**config.mk**
```make
export PLATFORM = sky130hd
export DESIGN_NAME = combat_resolver
export DESIGN_NICKNAME = d
export VERILOG_FILES = /design/src/rtl/combat_resolver.sv
export SDC_FILE = /design/constraint.sdc
export NUM_CORES = 1
export LEC_CHECK = 0
export ABC_AREA = 1
export BUFFER_PORTS_ARGS = -buffer_cell sky130_fd_sc_hd__buf_2
export CAP_MARGIN = 20
export CORE_UTILIZATION = 50
export DETAILED_ROUTE_END_ITERATION = 8
export PLACE_DENSITY_LB_ADDON = 0.2
export SYNTH_ARGS = -nofsm -noshare
export SYNTH_HDL_FRONTEND = slang
export SYNTH_SLANG_ARGS = --single-unit
```
**constraint.sdc**
```tcl
create_clock -name clk -period 1.9 [get_ports clk]
set_input_delay 0 -clock clk [delete_from_list [all_inputs] [get_ports clk]]
set_output_delay 0 -clock clk [all_outputs]
set_load 0.02 [all_outputs]
```
**src/rtl/combat_resolver.sv**
```systemverilog
// Turn-based combat controller: resolves moves, strobes the defender's
// character block, and declares the winner on knockout or turn limit.
module combat_resolver #(
  parameter logic [7:0] LFSR_SEED    = 8'hA5,
  parameter logic [6:0] TURN_LIMIT   = 7'd99,
  parameter logic [2:0] SPECIAL_COST = 3'd4
) (
  input  logic       clk,
  input  logic       rst,
  input  logic       start,
  input  logic       move_valid,
  input  logic [1:0] move,
  input  logic [2:0] p0_speed,
  input  logic [2:0] p1_speed,
  input  logic [2:0] p0_dodge,
  input  logic [2:0] p1_dodge,
  input  logic [8:0] p0_health,
  input  logic [8:0] p1_health,
  input  logic [4:0] p0_special,
  input  logic [4:0] p1_special,
  output logic       move_ready,
  output logic       turn,
  output logic [5:0] damage,
  output logic [2:0] cost,
  output logic       p0_update,
  output logic       p1_update,
  output logic       p0_en,
  output logic       p1_en,
  output logic       hit,
  output logic [6:0] turn_count,
  output logic [1:0] winner,
  output logic       done
);

  typedef enum logic [2:0] {
    IDLE,
    WAIT_MOVE,
    RESOLVE,
    APPLY,
    SETTLE,
    CHECK,
    GAME_OVER
  } state_t;

  localparam logic [1:0] MV_BASIC   = 2'd0;
  localparam logic [1:0] MV_HEAVY   = 2'd1;
  localparam logic [1:0] MV_SPECIAL = 2'd2;
  localparam logic [1:0] MV_REST    = 2'd3;

  localparam logic [7:0] SEED0 =
    (LFSR_SEED == 8'h00) ? 8'h01 : LFSR_SEED;

  state_t     state, state_nx;
  logic [7:0] lfsr;
  logic [1:0] mv_q, mv_nx;
  logic       turn_nx, hit_nx;
  logic [5:0] damage_nx;
  logic [2:0] cost_nx;
  logic [6:0] tc_nx, tc_inc;
  logic [1:0] winner_nx;

  logic [2:0] a_spd, d_dg;
  logic [4:0] a_sp;
  logic [8:0] d_hp;
  logic [3:0] r;
  logic       sp_ok, basic_hit, heavy_hit;
  logic [5:0] basic_dmg, heavy_dmg;
  logic [5:0] res_dmg;
  logic [2:0] res_cost;
  logic       res_hit;
  logic       apply_go;

  assign a_spd = turn ? p1_speed : p0_speed;
  assign d_dg  = turn ? p0_dodge : p1_dodge;
  assign a_sp  = turn ? p1_special : p0_special;
  assign d_hp  = turn ? p0_health : p1_health;
  assign r     = lfsr[3:0];

  assign sp_ok     = a_sp >= {2'b00, SPECIAL_COST};
  assign basic_dmg = 6'd4 + {3'b000, a_spd};
  assign heavy_dmg = 6'd8 + {2'b00, a_spd, 1'b0};
  assign basic_hit = r >= {1'b0, d_dg};
  // Doubled dodge is kept to 4 bits, so dodge 7 needs r >= 14.
  assign heavy_hit = r >= {d_dg, 1'b0};
  assign tc_inc    = turn_count + 7'd1;

  always_comb begin
    res_dmg  = '0;
    res_cost = '0;
    res_hit  = 1'b0;
    unique case (mv_q)
      MV_BASIC: begin
        res_dmg = basic_dmg;
        res_hit = basic_hit;
      end
      MV_HEAVY: begin
        res_dmg = heavy_dmg;
        res_hit = heavy_hit;
      end
      MV_SPECIAL: begin
        if (sp_ok) begin
          res_dmg  = 6'd30;
          res_cost = SPECIAL_COST;
          res_hit  = 1'b1;
        end else begin
          res_dmg = basic_dmg;
          res_hit = basic_hit;
        end
      end
      default: begin
        res_dmg  = '0;
        res_cost = '0;
        res_hit  = 1'b0;
      end
    endcase
  end

  always_ff @(posedge clk) begin
    if (rst) begin
      state <= IDLE;
    end else begin
      state <= state_nx;
    end
  end

  always_comb begin
    state_nx  = state;
    mv_nx     = mv_q;
    turn_nx   = turn;
    hit_nx    = hit;
    damage_nx = damage;
    cost_nx   = cost;
    tc_nx     = turn_count;
    winner_nx = winner;
    unique case (state)
      IDLE, GAME_OVER: begin
        if (start) begin
          state_nx  = WAIT_MOVE;
          tc_nx     = '0;
          winner_nx = '0;
          hit_nx    = 1'b0;
          turn_nx   = p1_speed > p0_speed;
        end
      end
      WAIT_MOVE: begin
        if (move_valid) begin
          state_nx = RESOLVE;
          mv_nx    = move;
        end
      end
      RESOLVE: begin
        state_nx  = APPLY;
        hit_nx    = res_hit;
        cost_nx   = res_cost;
        damage_nx = res_hit ? res_dmg : 6'd0;
      end
      APPLY:  state_nx = SETTLE;
      SETTLE: state_nx = CHECK;
      CHECK: begin
        tc_nx = tc_inc;
        if (d_hp == 9'd0) begin
          state_nx  = GAME_OVER;
          winner_nx = turn ? 2'b10 : 2'b01;
        end else if (tc_inc == TURN_LIMIT) begin
          state_nx = GAME_OVER;
          if (p0_health > p1_health) begin
            winner_nx = 2'b01;
          end else if (p1_health > p0_health) begin
            winner_nx = 2'b10;
          end else begin
            winner_nx = 2'b11;
          end
        end else begin
          state_nx = WAIT_MOVE;
          turn_nx  = ~turn;
        end
      end
      default: state_nx = IDLE;
    endcase
  end

  always_ff @(posedge clk) begin
    if (rst) begin
      lfsr       <= SEED0;
      mv_q       <= '0;
      turn       <= 1'b0;
      hit        <= 1'b0;
      damage     <= '0;
      cost       <= '0;
      turn_count <= '0;
      winner     <= '0;
    end else begin
      lfsr       <= {lfsr[6:0],
                     lfsr[7] ^ lfsr[5] ^ lfsr[4] ^ lfsr[3]};
      mv_q       <= mv_nx;
      turn       <= turn_nx;
      hit        <= hit_nx;
      damage     <= damage_nx;
      cost       <= cost_nx;
      turn_count <= tc_nx;
      winner     <= winner_nx;
    end
  end

  // Only the defender is strobed; a reset cycle suppresses it.
  assign apply_go   = (state == APPLY) && (mv_q != MV_REST) && !rst;
  assign p0_update  = apply_go && turn;
  assign p1_update  = apply_go && !turn;
  assign p0_en      = apply_go && turn;
  assign p1_en      = apply_go && !turn;
  assign move_ready = state == WAIT_MOVE;
  assign done       = state == GAME_OVER;

endmodule
```
==> results of run 1 <==
## flip-flops by register name, summed over array words and instances, names as in the netlist
register,cells
lfsr,8
turn_count,7
damage,5
state,3
mv_q,2
winner,2
cost,1
hit,1
turn,1
## through the flow
stage | instances | TNS (ps) | power [mW]
after CTS | 432 | 0 | 1.75
after floorplan | 311 | 0 | 1.03
final | 433 | 0 | 1.77
after global routing | 433 | -140 | 1.87
after detailed placement | 424 | -319 | 1.19
after global placement | 424 | 0 | 1.17
## timing repair
| action | in CTS | in global routing |
|---|---|---|
| hold buffers | 0 | 0 |
| buffers inserted | 0 | 1 |
| gates cloned | 0 | 0 |
| pin swaps | 0 | 2 |
| resized for setup | 2 | 12 |
| setup endpoints to repair | 6 | 6 |
## power by group
group	switching [mW]	total (mW)	internal, mW
clock	0.262	0.552	0.291
combinational	0.306	0.511	0.205
sequential	0.0340	0.705	0.670
## synthesized netlist by cell type, types with 2 or more instances
| master | instances |
|---|---|
| nand2_1 | 65 |
| inv_1 | 48 |
| nor2_1 | 34 |
| dfxtp_1 | 30 |
| a21oi_1 | 28 |
| ha_1 | 20 |
| nand3_1 | 20 |
| o21ai_0 | 14 |
| nand4_1 | 8 |
| buf_4 | 5 |
| nor2_2 | 4 |
| clkbuf_1 | 3 |
| nand3_2 | 3 |
| o211ai_1 | 3 |
| mux2i_1 | 2 |
| nor3_1 | 2 |
| o21bai_2 | 2 |
| or2_2 | 2 |
| xnor2_1 | 2 |
## logic make-up after synthesis
| logic type | count (synthesis) | share of synthesized area |
|---|---|---|
| simple gates | 142 | 0.307 |
| buf+inv | 59 | 0.120 |
| compound gates | 52 | 0.141 |
| flops | 30 | 0.288 |
| fa+ha+maj | 20 | 0.120 |
| xor+xnor | 3 | 0.0126 |
| mux | 2 | 0.00961 |
| other cells | 1 | 0.00180 |
## metal layers
metal / part of all wire / global-route usage / up-vias
met3: 0.042 / 0.0514 / 11
met2: 0.50 / 0.424 / 57
li1: - / - / 1142
met1: 0.44 / 0.276 / 979
met5: 0 / 0 / -
met4: 0.022 / 0.154 / 0
## worst max-delay path, stage by stage, from the launching register on
cell	delay, ps
dfxtp_4	400
mux2i_4	240
ha_1	270
a21oi_1	150
o21ai_0	100
o21ai_1	250
nand3_4	140
nand3b_1	110
a21oi_1	60
## worst max path at each step
stage | from | endpoint | cells past startpoint | slack (ps)
floorplan | turn$_SDFFE_PP0P_ | damage[0]$_SDFFE_PP0P_ | 9 | 2
global placement | turn$_SDFFE_PP0P_ | damage[0]$_SDFFE_PP0P_ | 13 | 60
detailed placement | turn$_SDFFE_PP0P_ | damage[0]$_SDFFE_PP0P_ | 9 | -70
CTS | turn$_SDFFE_PP0P_ | damage[0]$_SDFFE_PP0P_ | 9 | 10
global route | turn$_SDFFE_PP0P_ | damage[1]$_SDFFE_PP0P_ | 8 | -30
finish | turn$_SDFFE_PP0P_ | damage[0]$_SDFFE_PP0P_ | 8 | 70
## cells in the final DEF (no fill, tap or decap)
master / netlist / routed
o21a_1: 1 / 1
nor3_1: 2 / 2
xnor2_1: 2 / 2
clkinvlp_4: 0 / 1
inv_4: 1 / 1
nand3_4: 0 / 1
dfxtp_4: 0 / 1
a21oi_2: 1 / 3
o21bai_2: 2 / 2
xor2_1: 1 / 1
a21boi_2: 0 / 1
o21ai_1: 1 / 3
nand2_1: 65 / 65
o211ai_1: 3 / 3
buf_2: 0 / 64
o21ai_0: 14 / 12
clkbuf_8: 0 / 6
nor2_8: 1 / 1
inv_2: 1 / 1
nor2_1: 34 / 34
nand3_2: 3 / 3
nor2_2: 4 / 4
clkinv_2: 0 / 1
mux2i_4: 0 / 2
conb_1: 1 / 3
buf_4: 5 / 9
or2_0: 1 / 1
nand3b_1: 1 / 1
o221ai_1: 1 / 1
nand2_2: 1 / 1
a21oi_1: 28 / 26
dfxtp_1: 30 / 29
or2_2: 2 / 2
ha_1: 20 / 20
nand4_1: 8 / 8
nand3_1: 20 / 19
inv_1: 48 / 48
## layout make-up
class | instances | area (um^2)
Fill cell | 383 | 1370
Multi-Input combinational cell | 222 | 1290
Sequential cell | 30 | 604
Timing Repair Buffer | 73 | 388
Inverter | 50 | 190
Clock buffer | 6 | 82.6
Tap cell | 50 | 62.6
Clock inverter | 2 | 12.5
==> out/metrics.cfg, run 1 <==
[synth]
ys_seq_elements=30
synth_top_area_share=0.288
yosys-top-cells-area=dfxtp_1 29%, ha_1 12%, nand2_1 12%
synthDistinctLibCells=33
synthArstFlopShare=0
synth_edf_count=0
synth_largest_area_cell=dfxtp_1
synthCells=309
synth_ff_type=dfxtp_1
yosysSeqAreaShare=0.288
yosys_warnings=0
avgSynthCellArea_um2=6.74
syn_area_um2=2080

[placement]
pre_cts_slack_ps=-69.6
io_buffer_count=64
place_area_um2=2470
hpwl_um=3860
place.gp.congestion=0.857

[hold_path]
holdPathStages=3
min_to=mv_q[1]$_SDFFE_PP0P_
hold_start=move[1]
min_path_type=input port to register

[pwr]
power_density_nw_per_um2=673
ir_worst_vdd_mv=0.627
p_leak_nw=1.35

[timing]
fin_crit_sh=0.964
finalMaxSlewViolations=0
hold_ws_ps=31.7
worst_slack_ps=68.4
max_freq_ghz=0.546
fin_skew_ps=6.76
period_needed_ps=1830
setup_viol=0
finalHoldViolCount=0

[layout]
fin_area_um2=2630
area_delta_synth_final_pct=26.2
diodes=0
drive_gt1_frac=0.272
post-route-util=0.657
nets=448

[setup_path]
r2r_end=damage[0]$_SDFFE_PP0P_
cp-end-kind=register
cp-start-kind=register
reg2reg_from=turn$_SDFFE_PP0P_
crit_type=register to register
crit_fanout=6
r2r_slack_ps=70
arrival_ps=2000
required_ps=2070
worstRegToRegCells=8

[clocking]
cts_tree=built
cts_htree_levels=2
numCtsBuffers=5
path_clk_slew_ps=70
cts.sinks=30
ctsRootBufferMaster=clkbuf_8
cts_buffer_depth=2
clock_latency_ps=290

[die]
initial_core_util=0.521
die_w_um=66.6
core_um2=4000
die_y_um=66.6
io_pins=72
die_area_um2=4430
rows=23

[drt]
drtIter0Drc=93
ant_nets=0
routedWlPerCell_um=11.7
viasPerCell=5.06
drc_errors=0
firstDrtPassIters=4
routed-via-count=2189
drt-total-wl_um=5050

[outcome]
status=complete, no violations

[global_routing]
gr-total-overflow=0
grt_pass1_vias=1996
antenna_found_initial=0
grt_usage=0.248
grt_max_degree=25
grt_pass1_wl_um=8180

[run]
drv_cap=0

No activity file was read; power rests on OpenSTA's default activity.
==> run 2: changes to the inputs <==
Clock period 1.9 ns to 1.7 ns, I/O delays scaled along.
==> run 2 against run 1 <==
Net effect:
- design area grew 1.0%
- non-clock buffer count shrank 2
- via count shrank 2.1%
- combinational power grew 7.4%
- count of clock-buffer cells in the layout shrank 1
- largest cell class unchanged
- the run now ends with setup timing left
- sequential power grew 11%
- critical endpoint unchanged
- clock power grew 29%
- power grew 16%
==> out/metrics.cfg, run 2 (synthesis gave the netlist of run 1 again) <==
[layout]
nets=446
largest_reg_flops=8
area_delta_synth_final_pct=27.5
final_cell_mix=64 x nand2_1, 64 x buf_2, 47 x inv_1
diodes=0
post-route-util=0.664
fillers=365
top_regs=lfsr x8, turn_count x7, damage x5
drive_gt1_frac=0.289
regMostFlops=lfsr

[setup_path]
arrival_ps=1900
cp-end-kind=register
crit_fanout=6
crit_type=register to register
required_ps=1870
cp_top_family=compound AO/OA/AOI/OAI gates
r2r_slack_ps=-30
crit_buf_inv=0
slowest_stage=dfxtp_4
worstPathCellList=mux2i_2, ha_1, a21oi_2, o21ai_1, o21ai_2, nand3_4, nand3b_1, a21oi_1
cp-start-kind=register
slowest_delay_ps=400

[drt]
drt-total-wl_um=4710
routedWlPerCell_um=10.9
routed-via-count=2142
viasPerCell=4.97
drc_errors=0
firstDrtPassIters=5
ant_nets=0
drtIter0Drc=78

[clocking]
cts_htree_levels=2
numCtsBuffers=5
clock_latency_ps=290
path_clk_slew_ps=70
cts_tree=built
cts_buffer_depth=2
cts.sinks=30
ctsRootBufferMaster=clkbuf_8

[global_routing]
gr-total-overflow=0
grt_pass1_vias=1875
grt_max_degree=25
grt_usage=0.234
grt_pass1_wl_um=7820
antenna_found_initial=0

[die]
die_y_um=66.6
initial_core_util=0.521
die_area_um2=4430
die_w_um=66.6
rows=23
core_um2=4000
io_pins=72

[timing]
period_needed_ps=1730
hold_ws_ps=6.35
worst_slack_ps=-25.6
max_freq_ghz=0.579
fin_crit_sh=1.02
tns_ps=-54.3
rsz0062_at_grt=true
finalMaxSlewViolations=0
finalHoldViolCount=0
setup_viol=4
fin_skew_ps=4.98

[pwr]
power_mw=2.05
ir_worst_vdd_mv=0.707
p_leak_nw=1.35
power_density_nw_per_um2=771

[outcome]
status=finished with violations
violations=setup timing

[placement]
hpwl_um=3670
place.gp.congestion=0.841
io_buffer_count=64

[hold_path]
min_path_type=input port to register

[run]
drv_cap=0

[run 2: cell types whose count changed in the layout (fill, tap and decap cells not counted), sizes merged]
| cell | previous run | this run |
|---|---|---|
| clkinvlp | 1 | 0 |
| buf | 73 | 70 |
| bufinv | 0 | 1 |
| dlygate4sd3 | 0 | 1 |
| clkinv | 1 | 2 |
| clkbuf | 6 | 5 |
[run 2: layer usage]
layer,vias to the layer above,share of wire,track usage
met5,-,0,0
met4,0,0.016,0.101
met3,8,0.044,0.0479
met2,51,0.49,0.407
met1,946,0.45,0.273
li1,1137,-,-
[run 2: power breakdown]
part           switching [mW]  total (mW)  internal (mW)  leakage, nW
sequential             0.0369       0.785          0.748        0.248
clock                   0.283       0.713          0.431       0.0579
combinational           0.335       0.549          0.215         1.05
total                   0.654        2.05           1.39         1.35
[run 2: worst register-to-register path, delay by kind of cell, from the launching register on]
family	cells	cell delay (ps)
compound gates	4	450
fa+ha+maj	1	290
flops	1	400
mux	1	260
simple gates	2	240
[run 2: final timing paths]
check / startpoint / end / depth (start not counted)
max reg2reg: turn$_SDFFE_PP0P_ / damage[0]$_SDFFE_PP0P_ / 8
max: turn$_SDFFE_PP0P_ / damage[0]$_SDFFE_PP0P_ / 8
min: move[1] / mv_q[1]$_SDFFE_PP0P_ / 3
min reg2reg: lfsr[6]$_SDFF_PP0_ / lfsr[7]$_SDFF_PP1_ / 1
[run 2: stage by stage]
step | instances | setup slack [ps] | instance area (um^2)
global placement | 421 | 13.7 | 2460
detailed placement | 421 | -31.1 | 2460
floorplan | 311 | -21.6 | 2100
finish | 431 | -25.6 | 2660
global route | 431 | -155 | 2660
CTS | 430 | 1.31 | 2600
[run 2: timing repair]
item / in CTS / in global routing
endpoints found under the setup margin: 5 / 17
pin swaps: 2 / 3
hold buffers: 1 / 0
setup buffers: 0 / 1
gates resized for setup: 5 / 13
hold endpoints to repair: 1 / 0
[run 2: layout make-up]
class / count / area, um^2 / area share
Timing Repair Buffer: 71 / 375 / 0.141
Clock buffer: 5 / 68.8 / 0.0259
Tap cell: 50 / 62.6 / 0.0236
Multi-Input combinational cell: 222 / 1310 / 0.493
Clock inverter: 3 / 40.0 / 0.0151
Sequential cell: 30 / 611 / 0.230
Inverter: 50 / 190 / 0.0716
==> run 3: changes to the inputs <==
Settings changed: PLACE_DENSITY set to 0.8, PLACE_DENSITY_LB_ADDON 0.2 to not set.
==> run 3 against run 2 <==
Net effect:
- the flow still finishes with violations (setup timing)
- fmax increased by 0.24%
- sequential share of layout area decreased by 0.38 points
- global-route usage increased by 0.46 points
- critical endpoint unchanged
- largest power group unchanged
==> out/metrics.cfg, run 3 (synthesis gave the netlist of run 1 again) <==
[timing]
hold_ws_ps=39.0
period_needed_ps=1720
fin_crit_sh=1.01
max_freq_ghz=0.581
rsz0062_at_grt=true
setup_viol=1
finalMaxSlewViolations=0
finalHoldViolCount=0
worst_slack_ps=-21.5
fin_skew_ps=7.16

[layout]
area_delta_synth_final_pct=28.8
top_regs=lfsr x8, turn_count x7, damage x5
largest_reg_flops=8
regMostFlops=lfsr
final_cell_mix=64 x nand2_1, 64 x buf_2, 48 x inv_1
nets=448
drive_gt1_frac=0.290
diodes=0

[pwr]
p_leak_nw=1.36
power_density_nw_per_um2=732
ir_worst_vdd_mv=0.495
power_mw=1.97

[die]
die_y_um=66.6
die_area_um2=4430
initial_core_util=0.521
io_pins=72
rows=23
die_w_um=66.6
core_um2=4000

[drt]
drc_errors=0
ant_nets=0
firstDrtPassIters=4
routedWlPerCell_um=11.4
drt-total-wl_um=4920
viasPerCell=5.01
drtIter0Drc=134
routed-via-count=2168

[setup_path]
arrival_ps=1890
cp-start-kind=register
cp-end-kind=register
crit_fanout=6
required_ps=1870
crit_type=register to register

[placement]
io_buffer_count=64
hpwl_um=3720
place.gp.congestion=0.902

[global_routing]
grt_usage=0.238
gr-total-overflow=0
grt_pass1_vias=1906
antenna_found_initial=0
grt_max_degree=25
grt_pass1_wl_um=8030

[clocking]
cts_buffer_depth=2
path_clk_slew_ps=60
cts.sinks=30
clock_latency_ps=290
cts_htree_levels=2
cts_tree=built
ctsRootBufferMaster=clkbuf_8
numCtsBuffers=5

[run]
drv_cap=0

[hold_path]
min_path_type=input port to register

[outcome]
violations=setup timing
status=finished with violations

run 3: worst paths after layout:
| path | slack (ps) | from | end | cells past startpoint |
|---|---|---|---|---|
| min | 40 | move[0] | mv_q[0]$_SDFFE_PP0P_ | 3 |
| min reg2reg | 410 | lfsr[6]$_SDFF_PP0_ | lfsr[7]$_SDFF_PP1_ | 1 |
| max | -20 | turn$_SDFFE_PP0P_ | damage[0]$_SDFFE_PP0P_ | 8 |
| max reg2reg | -20 | turn$_SDFFE_PP0P_ | damage[0]$_SDFFE_PP0P_ | 8 |
run 3: where the power goes:
group,total (mW),leakage [nW],switching (mW),internal [mW]
clock network,0.610,0.0515,0.284,0.326
registers,0.792,0.247,0.0427,0.750
logic,0.564,1.07,0.336,0.228
total,1.97,1.36,0.663,1.30
run 3: critical path, stage by stage, from the launching register on:
cell,delay (ps)
dfxtp_4,420
mux2i_4,300
ha_4,240
a21oi_2,120
o21ai_2,60
o21ai_2,150
nand3_4,110
nand3b_1,130
a21oi_2,60
run 3: through the flow:
stage	area (um^2)	setup TNS [ps]	setup slack, ps	util	instances
after floorplan	2100	-29.4	-21.6	-	311
after CTS	2590	-58.4	-37.0	0.648	433
final	2680	-21.5	-21.5	0.671	433
after global routing	2680	-593	-147	0.671	433
after detailed placement	2480	-158	-50.0	0.621	424
after global placement	2480	0	28.9	0.621	424
run 3: repair_timing:
action                                  in CTS  in global routing
endpoints found under the setup margin       6                 11
hold buffers                                 1                  0
pin swaps                                    1                  4
setup buffers                                0                  0
resized for setup                            3                 15
endpoints found under the hold margin        1                  0
run 3: final cells by class:
class	count	area (um^2)
well taps	50	62.6
flip-flops and latches	30	607
multi-input cells	222	1340
repair buffers	73	390
fillers	357	1320
clock buffers	6	82.6
inverters	50	190
clock inverters	2	11.3
run 3: metal layers:
layer,share of wire,up-vias,track usage
met1,0.44,963,0.284
met5,0,-,0
met3,0.039,11,0.0531
met2,0.51,54,0.418
li1,-,1140,-
met4,0.013,0,0.0745
